[src/rtl/vpu_pkg.sv]
// Shared VPU constants and the destination-port state encoding.
package vpu_pkg;

  localparam int VPU_OPERAND_WIDTH = 16;  // bf16 results
  localparam int VPU_ADDR_WIDTH    = 10;  // SRAM word address

  typedef enum logic [1:0] {
    IDLE = 2'd0,
    RUN  = 2'd1,
    CPL  = 2'd2
  } dst_state_t;

endpackage

[src/rtl/vpu_dst_fifo.sv]
// Small synchronous result FIFO; pointers carry an extra wrap bit so full and
// empty are told apart without a separate occupancy counter.
module vpu_dst_fifo #(
  parameter int WIDTH = 16,
  parameter int DEPTH = 4
) (
  input  logic             clk,
  input  logic             rst,
  input  logic             push,
  input  logic             pop,
  input  logic [WIDTH-1:0] din,
  output logic [WIDTH-1:0] dout,
  output logic             full,
  output logic             empty
);

  localparam int AW = $clog2(DEPTH);

  logic [AW:0]      wr_ptr_q, rd_ptr_q;
  logic [WIDTH-1:0] mem_q [DEPTH];
  logic             do_push, do_pop;

  assign empty   = (wr_ptr_q == rd_ptr_q);
  assign full    = (wr_ptr_q[AW] != rd_ptr_q[AW]) &&
                   (wr_ptr_q[AW-1:0] == rd_ptr_q[AW-1:0]);
  assign do_pop  = pop && !empty;
  // A pop in the same cycle frees the slot, so a push into a full FIFO is legal then.
  assign do_push = push && (!full || do_pop);
  assign dout    = mem_q[rd_ptr_q[AW-1:0]];

  always_ff @(posedge clk) begin
    if (rst) begin
      wr_ptr_q <= '0;
      rd_ptr_q <= '0;
    end else begin
      if (do_push) wr_ptr_q <= wr_ptr_q + 1'b1;
      if (do_pop)  rd_ptr_q <= rd_ptr_q + 1'b1;
    end
  end

  // NOTE: storage is not reset; only the pointers define which entries are valid.
  always_ff @(posedge clk) begin
    if (do_push) mem_q[wr_ptr_q[AW-1:0]] <= din;
  end

endmodule

[src/rtl/vpu_dst_port.sv]
// Destination writer: buffers non-stallable op-unit results and drains them as
// sequential SRAM writes from a programmed base for a programmed count.
module vpu_dst_port
  import vpu_pkg::*;
#(
  parameter int OPERAND_WIDTH = VPU_OPERAND_WIDTH,
  parameter int ADDR_WIDTH    = VPU_ADDR_WIDTH,
  parameter int LEN_WIDTH     = 11,
  parameter int FIFO_DEPTH    = 4
) (
  input  logic                     clk,
  input  logic                     rst,
  input  logic                     cfg_start_i,
  input  logic [ADDR_WIDTH-1:0]    cfg_base_addr_i,
  input  logic [LEN_WIDTH-1:0]     cfg_len_i,
  input  logic [OPERAND_WIDTH-1:0] result_i,
  input  logic                     done_i,
  output logic                     sram_wr_en_o,
  output logic [ADDR_WIDTH-1:0]    sram_wr_addr_o,
  output logic [OPERAND_WIDTH-1:0] sram_wr_data_o,
  input  logic                     sram_wr_ready_i,
  output logic                     busy_o,
  output logic                     complete_o,
  output logic                     err_o
);

  dst_state_t               state_q;
  logic [ADDR_WIDTH-1:0]    wr_addr_q;
  logic [LEN_WIDTH-1:0]     remaining_q, len_q, pushed_q;
  logic                     err_q;

  logic                     fifo_full, fifo_empty;
  logic [OPERAND_WIDTH-1:0] fifo_dout;
  logic                     run, start_ok, wr_en, wr_accept, push_ok;

  assign run       = (state_q == RUN);
  assign start_ok  = cfg_start_i && (state_q == IDLE);
  assign wr_en     = run && !fifo_empty;
  assign wr_accept = wr_en && sram_wr_ready_i;
  assign push_ok   = done_i && run && (pushed_q != len_q) && (!fifo_full || wr_accept);

  vpu_dst_fifo #(
    .WIDTH (OPERAND_WIDTH),
    .DEPTH (FIFO_DEPTH)
  ) u_fifo (
    .clk   (clk),
    .rst   (rst),
    .push  (push_ok),
    .pop   (wr_accept),
    .din   (result_i),
    .dout  (fifo_dout),
    .full  (fifo_full),
    .empty (fifo_empty)
  );

  always_ff @(posedge clk) begin
    if (rst) begin
      state_q     <= IDLE;
      wr_addr_q   <= '0;
      remaining_q <= '0;
      len_q       <= '0;
      pushed_q    <= '0;
      err_q       <= 1'b0;
    end else begin
      case (state_q)
        IDLE: if (cfg_start_i) begin
          state_q     <= RUN;
          wr_addr_q   <= cfg_base_addr_i;
          remaining_q <= cfg_len_i;
          len_q       <= cfg_len_i;
          pushed_q    <= '0;
        end
        RUN: begin
          if (push_ok) pushed_q <= pushed_q + LEN_WIDTH'(1);
          if (wr_accept) begin
            wr_addr_q   <= wr_addr_q + ADDR_WIDTH'(1);
            remaining_q <= remaining_q - LEN_WIDTH'(1);
          end
          // remaining is only 0 here for a zero-length transfer.
          if (remaining_q == '0 || (wr_accept && remaining_q == LEN_WIDTH'(1)))
            state_q <= CPL;
        end
        CPL:     state_q <= IDLE;
        default: state_q <= IDLE;
      endcase

      if (start_ok)                err_q <= 1'b0;
      else if (done_i && !push_ok) err_q <= 1'b1;
    end
  end

  assign sram_wr_en_o   = wr_en;
  assign sram_wr_addr_o = wr_addr_q;
  // Head entry may be uninitialised storage, so data is forced to 0 when not writing.
  assign sram_wr_data_o = wr_en ? fifo_dout : '0;
  assign busy_o         = (state_q != IDLE);
  assign complete_o     = (state_q == CPL);
  assign err_o          = err_q;

endmodule

[config.mk]
export PLATFORM = sky130hd
export DESIGN_NAME = vpu_dst_port
export DESIGN_NICKNAME = d
export VERILOG_FILES = /design/src/rtl/vpu_pkg.sv /design/src/rtl/vpu_dst_fifo.sv /design/src/rtl/vpu_dst_port.sv
export SDC_FILE = /design/constraint.sdc
export NUM_CORES = 1
export LEC_CHECK = 0
export BUFFER_PORTS_ARGS = -buffer_cell sky130_fd_sc_hd__buf_4
export CAP_MARGIN = 15
export CORE_MARGIN = 8
export CORE_UTILIZATION = 55
export CTS_CLUSTER_DIAMETER = 100
export DETAILED_ROUTE_END_ITERATION = 6
export GPL_TIMING_DRIVEN = 0
export PLACE_DENSITY = 0.86
export SYNTH_ARGS = -nofsm -noshare
export SYNTH_HDL_FRONTEND = slang
export SYNTH_SLANG_ARGS = --single-unit
[constraint.sdc]
create_clock -name clk -period 2.9 [get_ports clk]
set_input_delay 0.58 -clock clk [delete_from_list [all_inputs] [get_ports clk]]
set_output_delay 0.58 -clock clk [all_outputs]
set_load 0.02 [all_outputs]
==> results of run 1 <==
-- per-stage QoR --
stage               util [%]  cell area (µm²)
finish                 69.01             6621
detailed placement     62.78             6023
CTS                    68.98             6618
floorplan                  -             5331
global placement       62.78             6023
global route           69.01             6621
-- layout make-up --
type                            instances  area [µm²]  share of cell area, %
Tap cell                              133       166.4                  2.513
Multi-Input combinational cell        319        2142                  32.35
Inverter                                8       30.03                 0.4535
Timing Repair Buffer                   70       525.5                  7.937
Clock buffer                           17       414.1                  6.255
Clock inverter                         14       176.4                  2.664
Sequential cell                       118        3003                  45.35
Buffer                                 33       163.9                  2.475
-- cell families after synthesis --
kind of cell    after synthesis
buf+inv                      42
fa+ha+maj                    10
mux                          19
compound gates              102
flops                       118
xor+xnor                     18
simple gates                170
-- repair_timing --
action | CTS | global route
cloned | 0 | 0
resized for setup | 3 | 3
hold endpoints to repair | 0 | 0
hold buffers | 0 | 0
setup endpoints to repair | 10 | 10
-- power breakdown --
group	total [µW]	leakage (µW)	switching, µW	internal (µW)
Combinational	592	0.00109	364	228
Sequential	1900	0.00102	62.5	1840
Clock	2090	0.000285	778	1310
Total	4580	0.00240	1200	3380
-- registers in the layout, indices dropped and copies added (netlist names), named ones only --
name,cells
u_fifo.mem_q,64
len_q,11
pushed_q,11
remaining_q,11
sram_wr_addr_o,10
u_fifo.rd_ptr_q,3
u_fifo.wr_ptr_q,3
state_q,2
err_o,1
-- cells in the mapped netlist, types with 5 or more instances --
master    count
xnor2_1      15
ha_1         10
nand3_1      37
a211oi_1      7
a31oi_1       9
a21oi_1      43
nor2_1       14
buf_2         8
inv_1         8
or3_1         6
o21ai_0      19
nor3_1        5
and2_1       23
clkbuf_1     20
nand4_1       5
mux4_2       16
nand2b_1      5
nand2_1      59
edfxtp_1     64
dfxtp_1      54
-- routing by layer --
layer / share of wire (%) / wire (µm) / global-route usage [%] / vias up
met5: 0 / 0 / 0 / -
met4: 1.6 / 223 / 6.655 / 0
met3: 7.5 / 1024 / 6.171 / 26
met2: 50 / 6852 / 37.12 / 217
met1: 40 / 5492 / 26.81 / 2039
li1: - / - / - / 1946
-- path summary, 6_finish.rpt --
check	start	endpoint	depth (start not counted)
worst max-delay path	register	sram_wr_data_o[14]	5
worst min-delay path	result_i[15]	u_fifo.mem_q[1][15]$_DFFE_PP_	1
worst max register to register	u_fifo.wr_ptr_q[0]$_SDFFE_PP0P_	u_fifo.wr_ptr_q[2]$_SDFFE_PP0P_	5
worst min register to register	len_q[7]$_SDFFE_PP0P_	len_q[7]$_SDFFE_PP0P_	2
==> results.md, run 1 <==
- Ports: 72
- Largest family of logic cells by synthesized area: simple AND/OR/NAND/NOR gates
- Core area: 0.009594 mm²
- Area Overhead vs Synth: 24.20%
- Top delay family on crit path: buffers and inverters
- DRC Markers: 0
- First-pass GRT wire length: 22.19 mm
- WL per Instance: 19.09 µm
- Final Non-Filler Cells: 712
- Largest net degree at the start of global routing: 18
- Commonest non-fill, non-tap cell in the layout: buf_4
- Die footprint: about 0.013 mm²
- Worst EP required: 2.32 ns
- Clk sinks: 118
- CP endpoint kind: output port
- Final wirelength: 13.59 mm
- Yosys cell types: 45
- Num rows: 36
- Syn. warnings: 0
- Vias in the first global route: ~4,300
- Fin. max-slew vios: 0
- Clk slew on worst S/H paths: 0.06 ns
- Tmin final: 2.755 ns
- Seq/Total Area, Yosys: 56.32%
- Crit-path max FO: 10
- Post-DP HPWL: 8.882 mm
- DIE HEIGHT: 114.5 µm
- Run status: finished, final reports clean
- H-tree levels: 4
- Slew Limit Headroom: 43.65%
- Worst-path cell chain: clkbuf_4 > buf_6 > mux4_2 > and2_1 > buf_4
- Peak supply drop: 388.1 µV
- Worst-Margin Slew: 0.8452 ns
- Final Cycle Share: 94.98%
- Total CTS buffers: 17
- Clk_lat worst skew: ~0.52 ns
- Setup ws final: 0.1455 ns
- Mapped Cells: 479
- Post-synthesis mux area share: 7.369%
- GRT Util Overall: 22.05%
- Worst path bufs/invs: 3
- Hold Crit Class: in2reg
- Slowest Stage Delay on Critical Path: ~0.56 ns
- Initial Util: a little under three fifths
- First-pass detailed-route iteration total: 5
- Number of port buffers: 70
- Critical Path Start Type: register
- Max Root-Sink Buffers: 2
- MaxCap Viol Count: 0
- Vias after detailed routing: 4,228
- CTS tree: yes
- Total gr overflow: 0
- Synth Area in XOR/XNOR: a little under 3%
- Kind of critical path: reg2out
- Mean Syn Cell Area: 11.13 µm²
- P per Cell Area: 691.7 mW/mm²
- Final setup vio count: 0
- Fillers: 689
- Ys async rst share: 0%
- Final GP Congestion: 0.9099
- Fraction of layout cells with a size suffix above 1: approximately a quarter
- Worst R2R Setup Slack: 0.41 ns
- Ant diodes: 0
- Placed insts: about 680
- Top cell type's share of synthesized area: 36.05%
- Fmax: 0.3630 GHz
- Root buffer cell: clkbuf_8
- Initial DRC Count: 587
- Hold_ws: approximately 0.26 ns
- Final Hold Vio Count: 0
- Lkg Pwr: about 0.0024 µW
- Arrival time worst endpoint: about 2.2 ns
- Main synth FF type: edfxtp_1
- Seq cells post-synth: 118
- RSZ-0062 raised after global routing: no
- Remaining antenna violation count after routing: 0
- Post-synthesis simple-gate area fraction: 15.82%
- Routed vias/inst: 5.938
- Worst path slowest cell: mux4_2
- Max Clock Skew: about 0.0091 ns
- Initial antenna violation count: 0
- Setup slack after placement: between 0.2 and 0.3 ns
- Tot Pwr: 4580 µW
- Net Count, Synth: 531
- Setup_tns: 0 ns
- Compound-cell area share of the yosys netlist: 11.69%
- Yosys top cell by area: edfxtp_1
- Post-synth EDFFs: 64
- Die span in x: 114.5 µm
- Synth Area in Adders: 2.347%
- Post-CTS setup buffer count: 0
- Post-Syn Area: 0.005331 mm²
- Final nets: 619
- Commonest non-fill, non-tap cells in the layout: 73 x buf_4, 64 x edfxtp_1, 59 x nand2_1
- Synth top area cells: edfxtp_1 36%, dfxtp_1 20%, mux4_2 6.8%
No activity file was read; power rests on OpenSTA's default activity.
==> run 2, diff against run 1 <==
CORE_UTILIZATION = 50   (was 55)
PLACE_DENSITY = 0.8   (was 0.86)
==> run 2 against run 1 <==
Effect of this change:
- core utilization down 4.7 points
- sequential share of layout area down 0.12 points
- setup slack better by 0.0084 ns
- cell area up 0.26%
- sequential power about the same
- critical path depth up 1
- first-iteration DRC count down 26%
- largest cell class unchanged
- highest routed layer unchanged
==> results.md, run 2 (synthesized netlist as in run 1, its figures left out) <==
- Final GP Congestion: 0.9319 (was 0.9099)
- Run status: finished, final reports clean (unchanged)
- Slew Limit Headroom: 42.27% (was 43.65%)
- Post-placement cell area: 0.006027 mm² (was 0.006023 mm²)
- Max reg flops: 64 (unchanged)
- Tmin final: 2.746 ns (was 2.755 ns)
- Routed vias/inst: 5.873 (was 5.938)
- Arrival time worst endpoint: 2.17 ns (about the same)
- Worst EP required: 2.32 ns (about the same)
- RSZ-0062 raised after global routing: no (unchanged)
- Core Util, Final: 64.31% (was 69.01%)
- Clk_lat worst skew: 0.53 ns (was 0.52 ns)
- Setup_tns: 0 ns (unchanged)
- Initial Util: 51.64% (was 55.57%)
- First-pass detailed-route iteration total: 6 (was 5)
- Worst R2R Setup Slack: 0.42 ns (was 0.41 ns)
- Worst-Margin Slew: 0.8660 ns (was 0.8452 ns)
- Pint: 3396 µW (was 3375 µW)
- Vias after detailed routing: 4,205 (was 4,228)
- Root buffer cell: clkbuf_8 (unchanged)
- Final instance area: 0.006639 mm² (was 0.006621 mm²)
- Largest net degree at the start of global routing: 18 (unchanged)
- Comb pwr share: 12.6% (was 12.9%)
- MaxCap Viol Count: 0 (unchanged)
- Post-DP HPWL: 8.903 mm (was 8.882 mm)
- Hold Crit Class: in2reg (unchanged)
- H-tree levels: 4 (unchanged)
- Clk network pwr share: 46.4% (was 45.6%)
- Area Overhead vs Synth: 24.52% (was 24.20%)
- GRT Util Overall: 19.13% (was 22.05%)
- Critical Path Start Type: register (unchanged)
- Ports: 72 (unchanged)
- Hold endpoint: u_fifo.mem_q[1][2]$_DFFE_PP_ (was u_fifo.mem_q[1][15]$_DFFE_PP_)
- Final Cycle Share: 94.69% (was 94.98%)
- DRC Markers: 0 (unchanged)
- Post-CTS setup buffer count: 0 (unchanged)
- Lkg Pwr: 0.002403 µW (was 0.002397 µW)
- Commonest non-fill, non-tap cells in the layout: 73 x buf_4, 64 x edfxtp_1, 59 x nand2_1 (unchanged)
- Net Switching: 1234 µW (was 1205 µW)
- Core area: 0.01032 mm² (was 0.009594 mm²)
- Ant diodes: 0 (unchanged)
- Hold_buf cts: 0 (unchanged)
- WL per Instance: 18.32 µm (was 19.09 µm)
- Seq pwr share: 41.0% (was 41.5%)
- RR Startpoint: u_fifo.wr_ptr_q[0]$_SDFFE_PP0P_ (unchanged)
- CTS tree: yes (unchanged)
- Clk sinks: 118 (unchanged)
- Die footprint: 0.01422 mm² (was 0.01310 mm²)
- Worst r2r path cells: 5 (unchanged)
- Vias in the first global route: 4,351 (was 4,293)
- Sw Share: 26.65% (was 26.31%)
- Kind of critical path: reg2out (unchanged)
- Initial DRC Count: 436 (was 587)
- Total gr overflow: 0 (unchanged)
- Commonest non-fill, non-tap cell in the layout: buf_4 (unchanged)
- Hold Crit Depth: 1 (unchanged)
- Fmax: 0.3642 GHz (was 0.3630 GHz)
- Setup slack after placement: 0.2799 ns (was 0.2892 ns)
- Tot Pwr: 4631 µW (was 4580 µW)
- Peak supply drop: 446.9 µV (was 388.1 µV)
- Final Hold Vio Count: 0 (unchanged)
- Remaining antenna violation count after routing: 0 (unchanged)
- Final setup vio count: 0 (unchanged)
- Num rows: 37 (was 36)
- Total CTS buffers: 17 (unchanged)
- P per Cell Area: 697.5 mW/mm² (was 691.7 mW/mm²)
- Fraction of layout cells with a size suffix above 1: 23.45% (was 23.49%)
- DIE HEIGHT: 119.3 µm (was 114.5 µm)
- Max Clock Skew: 0.01470 ns (was 0.009087 ns)
- Max Root-Sink Buffers: 2 (unchanged)
- Fin. max-slew vios: 0 (unchanged)
- Worst R2R End: u_fifo.wr_ptr_q[2]$_SDFFE_PP0P_ (unchanged)
- Number of port buffers: 70 (unchanged)
- Clk slew on worst S/H paths: 0.06 ns (about the same)
- Crit-path max FO: 10 (unchanged)
- First-pass GRT wire length: 21.45 mm (was 22.19 mm)
- Setup ws final: 0.1539 ns (was 0.1455 ns)
- CP endpoint kind: output port (unchanged)
- Final nets: 619 (unchanged)
- Initial antenna violation count: 0 (unchanged)
- Worst Min Path Start: result_i[2] (was result_i[15])
- Final wirelength: 13.12 mm (was 13.59 mm)
- Die span in x: 119.3 µm (was 114.5 µm)
[run 2: cell types whose count changed in the layout (fill, tap and decap cells not counted)]
cell      change
clkinv_4      -3
inv_8         +1
clkbuf_1      +1
inv_6         +4
clkinv_2      -2
[run 2: critical path: stages (launching register included)]
cell and delay [ns]:
dfxtp_1 0.34, nand2b_1 0.15, clkbuf_1 0.18, a31oi_2 0.34, clkbuf_2 0.30, and2_1 0.19, buf_4 0.15
[run 2: how the worst max path moves through the flow]
stage / start / end / slack [ns]
after floorplan: register / sram_wr_data_o[10] / 0.77
after global placement: done_i / u_fifo.wr_ptr_q[2]$_SDFFE_PP0P_ / 0.33
after detailed placement: done_i / u_fifo.wr_ptr_q[2]$_SDFFE_PP0P_ / 0.28
after CTS: register / sram_wr_data_o[14] / 0.03
after global routing: state_q[1]$_SDFFE_PP0P_ / sram_wr_data_o[14] / 0.007
final: state_q[1]$_SDFFE_PP0P_ / sram_wr_data_o[14] / 0.15
[run 2: area by class of cell]
type,count,area (µm²)
Multi-Input combinational cell,319,2142
Inverter,8,30.03
Sequential cell,118,3003
Fill cell,788,3685
Clock inverter,14,186.4
Clock buffer,18,417.9
Buffer,33,163.9
Tap cell,136,170.2
Timing Repair Buffer,70,525.5
[run 2: per-layer routing]
metal	track usage, %	up-vias	share of wire [%]
li1	-	1944	-
met4	9.012	0	2.1
met3	6.235	36	7.0
met1	22.36	2045	41
met5	0	-	0
met2	31.33	180	49
[run 2: power by group through the flow]
stage,logic (µW),clock network [µW],registers [µW]
final,584,2150,1900
after detailed placement,573,0,1930
after CTS,579,2170,1900
after global placement,562,0,1930
after global routing,638,2250,1910
after floorplan,347,0,1940
[run 2: stage by stage]
step,instances,hold WS [ns]
finish,716,0.2542
global route,716,0.2295
CTS,717,0.2403
detailed placement,685,0.4673
global placement,685,0.4602
floorplan,479,0.4482
[run 2: repair_timing]
item / 4_1_cts / 5_1_grt
resized for setup: 2 / 4
endpoints found under the setup margin: 10 / 10
pin swaps: 0 / 0
==> run 3, diff against run 2 <==
PLACE_DENSITY = 0.83   (was 0.8)
clock period = 2.2 ns   (was 2.9 ns; I/O delays follow)
==> run 3 against run 2 <==
Effect of this change:
- setup slack got worse by 0.29 ns
- sequential power up 32%
- largest power group unchanged
- critical endpoint is now sram_wr_data_o[0]
- highest routed layer unchanged
- core utilization is 2.0 points higher
- die area unchanged
- sequential share of layout area is 1.3 points lower
- critical path depth is 1 lower
- the run now ends with setup timing left
- cell area increased by 3.1%
- clock power increased by 23%
- total power increased by 29%
- critical path type unchanged
- clock-buffer cell count is 1 lower
- non-clock buffer count up 4
- first-iteration DRC count shrank 19%
==> results.md, run 3 (synthesized netlist as in run 1, its figures left out) <==
- Worst EP required: 1.76 ns (was 2.32 ns)
- Tot Pwr: 5975 µW (was 4631 µW)
- Area Overhead vs Synth: 28.33% (was 24.52%)
- Arrival time worst endpoint: 1.89 ns (was 2.17 ns)
- Initial antenna violation count: 0 (unchanged)
- Commonest non-fill, non-tap cell in the layout: edfxtp_1 (was buf_4)
- Post-DP HPWL: 9.319 mm (was 8.903 mm)
- Vias after detailed routing: 4,197 (was 4,205)
- Number of port buffers: 70 (unchanged)
- Fin. max-slew vios: 0 (unchanged)
- Remaining antenna violation count after routing: 0 (unchanged)
- Commonest non-fill, non-tap cells in the layout: 64 x edfxtp_1, 60 x buf_4, 59 x nand2_1 (was 73 x buf_4, 64 x edfxtp_1, 59 x nand2_1)
- Met2 GRT Util: 32.49% (was 31.33%)
- First-pass GRT wire length: 21.70 mm (was 21.45 mm)
- Top delay family on crit path: multiplexers (was buffers and inverters)
- Die footprint: 0.01422 mm² (unchanged)
- CTS tree: yes (unchanged)
- Core area: 0.01032 mm² (unchanged)
- Vias in the first global route: 4,327 (was 4,351)
- Run status: finished with violations (was finished, final reports clean)
- Final setup vio count: 16 (was 0)
- Routed vias/inst: 5.829 (was 5.873)
- DIE HEIGHT: 119.3 µm (unchanged)
- Final Hold Vio Count: 0 (unchanged)
- Clk sinks: 118 (unchanged)
- WL per Instance: 18.96 µm (was 18.32 µm)
- First-pass detailed-route iteration total: 5 (was 6)
- Final GP Congestion: 0.9064 (was 0.9319)
- GRT busiest layer: met2 (unchanged)
- Tmin final: 2.332 ns
- Net Switching: 1683 µW (was 1234 µW)
- MaxCap Viol Count: 0 (unchanged)
- RSZ-0062 raised after global routing: yes (was no)
- Slew Limit Headroom: 57.49% (was 42.27%)
- Worst path slowest cell: mux4_2 (was dfxtp_1)
- Final Cycle Share: 106.0%
- Die span in x: 119.3 µm (unchanged)
- Met1 GRT Util: 22.92% (was 22.36%)
- H-tree levels: 4 (unchanged)
- Clk_lat worst skew: 0.51 ns (was 0.53 ns)
- Worst-path cell chain: buf_6 > buf_4 > mux4_2 > and2_4 > buf_4 (was nand2b_1 > clkbuf_1 > a31oi_2 > clkbuf_2 > and2_1 > buf_4)
- Peak supply drop: 551.6 µV (was 446.9 µV)
- Hold Crit Class: in2reg (unchanged)
- P per Cell Area: 873.4 mW/mm² (was 697.5 mW/mm²)
- Max Clock Skew: 0.009903 ns (was 0.01470 ns)
- GRT Util Overall: 19.15% (was 19.13%)
- Seq pwr share: 42.0% (was 41.0%)
- Kind of critical path: reg2out (unchanged)
- Most common cell on crit path: buf_4
- Lkg Pwr: 0.002474 µW (was 0.002403 µW)
- DRC Markers: 0 (unchanged)
- Root buffer cell: clkbuf_8 (unchanged)
- Pint: 4292 µW (was 3396 µW)
- Max Root-Sink Buffers: 2 (unchanged)
- Total gr overflow: 0 (unchanged)
- Largest net degree at the start of global routing: 18 (unchanged)
- Initial DRC Count: 354 (was 436)
- Final nets: 623 (was 619)
- Num rows: 37 (unchanged)
- Post-placement cell area: 0.006027 mm² (unchanged)
- Total CTS buffers: 17 (unchanged)
- Final wirelength: 13.65 mm (was 13.12 mm)
- Worst path bufs/invs: 3 (unchanged)
- Worst-Margin Slew: 0.6376 ns (was 0.8660 ns)
- Crit-path max FO: 5 (was 10)
- Met3 Usage GRT: 4.818% (was 6.235%)
- Setup ws final: -0.1325 ns (was 0.1539 ns)
- Slowest Stage Delay on Critical Path: 0.49 ns (was 0.34 ns)
- Final instance area: 0.006842 mm² (was 0.006639 mm²)
- Hold_buf cts: 0 (unchanged)
- Max reg flops: 64 (unchanged)
- CP endpoint kind: output port (unchanged)
- Sw Share: 28.17% (was 26.65%)
- Violated checks: setup timing
- Ports: 72 (unchanged)
- Comb pwr share: 13.7% (was 12.6%)
- Ant diodes: 0 (unchanged)
- Fmax: 0.4287 GHz
- Critical Path Start Type: register (unchanged)
- Clk slew on worst S/H paths: 0.06 ns (about the same)
- Setup slack after placement: -0.3270 ns (was 0.2799 ns)
- Fraction of layout cells with a size suffix above 1: 29.11% (was 23.45%)
- Clk network pwr share: 44.4% (was 46.4%)
- Initial Util: 51.64% (unchanged)
[run 3: cell types whose count changed in the layout (fill, tap and decap cells not counted), sizes merged]
cell    change
inv         +2
clkinv      +1
bufinv      -2
clkbuf      -3
buf         +6
[run 3: repair_timing]
action,4_1_cts,5_1_grt
pin swaps,10,6
gates resized for setup,51,13
gates cloned,1,0
endpoints found under the setup margin,82,68
setup buffers,4,0
[run 3: worst paths after layout]
check,startpoint,end,slack (ns),depth (start not counted)
hold / removal,result_i[13],u_fifo.mem_q[2][13]$_DFFE_PP_,0.13,1
hold reg to reg,len_q[0]$_SDFFE_PP0P_,len_q[0]$_SDFFE_PP0P_,0.47,2
setup / recovery,register,sram_wr_data_o[0],-0.13,5
setup reg to reg,u_fifo.wr_ptr_q[2]$_SDFFE_PP0P_,sram_wr_addr_o[3]$_SDFFE_PP0P_,0.17,7
[run 3: power groups by stage]
stage / Clock, µW / Combinational, µW / Sequential [µW]
after floorplan: 0 / 458 / 2550
after global placement: 0 / 742 / 2540
after detailed placement: 0 / 757 / 2550
after CTS: 2670 / 798 / 2500
after global routing: 2770 / 891 / 2520
final: 2650 / 817 / 2510
[run 3: metrics by stage]
step	instances	TNS, ns	hold slack, ns	utilization, %
6_report	720	-1.767	0.1254	66.27
5_1_grt	720	-2.634	0.1090	66.27
4_1_cts	721	-2.310	0.1145	65.97
3_5_place_dp	685	-14.19	0.4623	58.38
3_3_place_gp	685	-11.50	0.4628	58.38
2_1_floorplan	479	0	0.4482	-
[run 3: worst reg2reg max path: cells and delay by family (launching register included)]
| family | cells | cell delay, ns |
|---|---|---|
| flip-flops | 1 | 0.35 |
| AO/OA/AOI/OAI | 4 | 0.85 |
| XOR/XNOR | 1 | 0.28 |
| buffers and inverters | 2 | 0.48 |
[run 3: layout make-up]
cell class	instances	area [µm²]
multi-input combinational	319	2226
clock buffer	17	414.1
sequential	118	3007
fill	753	3482
tap	136	170.2
buffer	32	190.2
clock inverter	15	157.7
timing repair buffer	75	646.9
inverter	8	30.03
[run 3: per-layer routing]
layer	vias to the layer above	wire length, µm
li1	1958	-
met1	2027	5567
met2	189	6933
met3	23	930
met4	0	218
met5	-	0
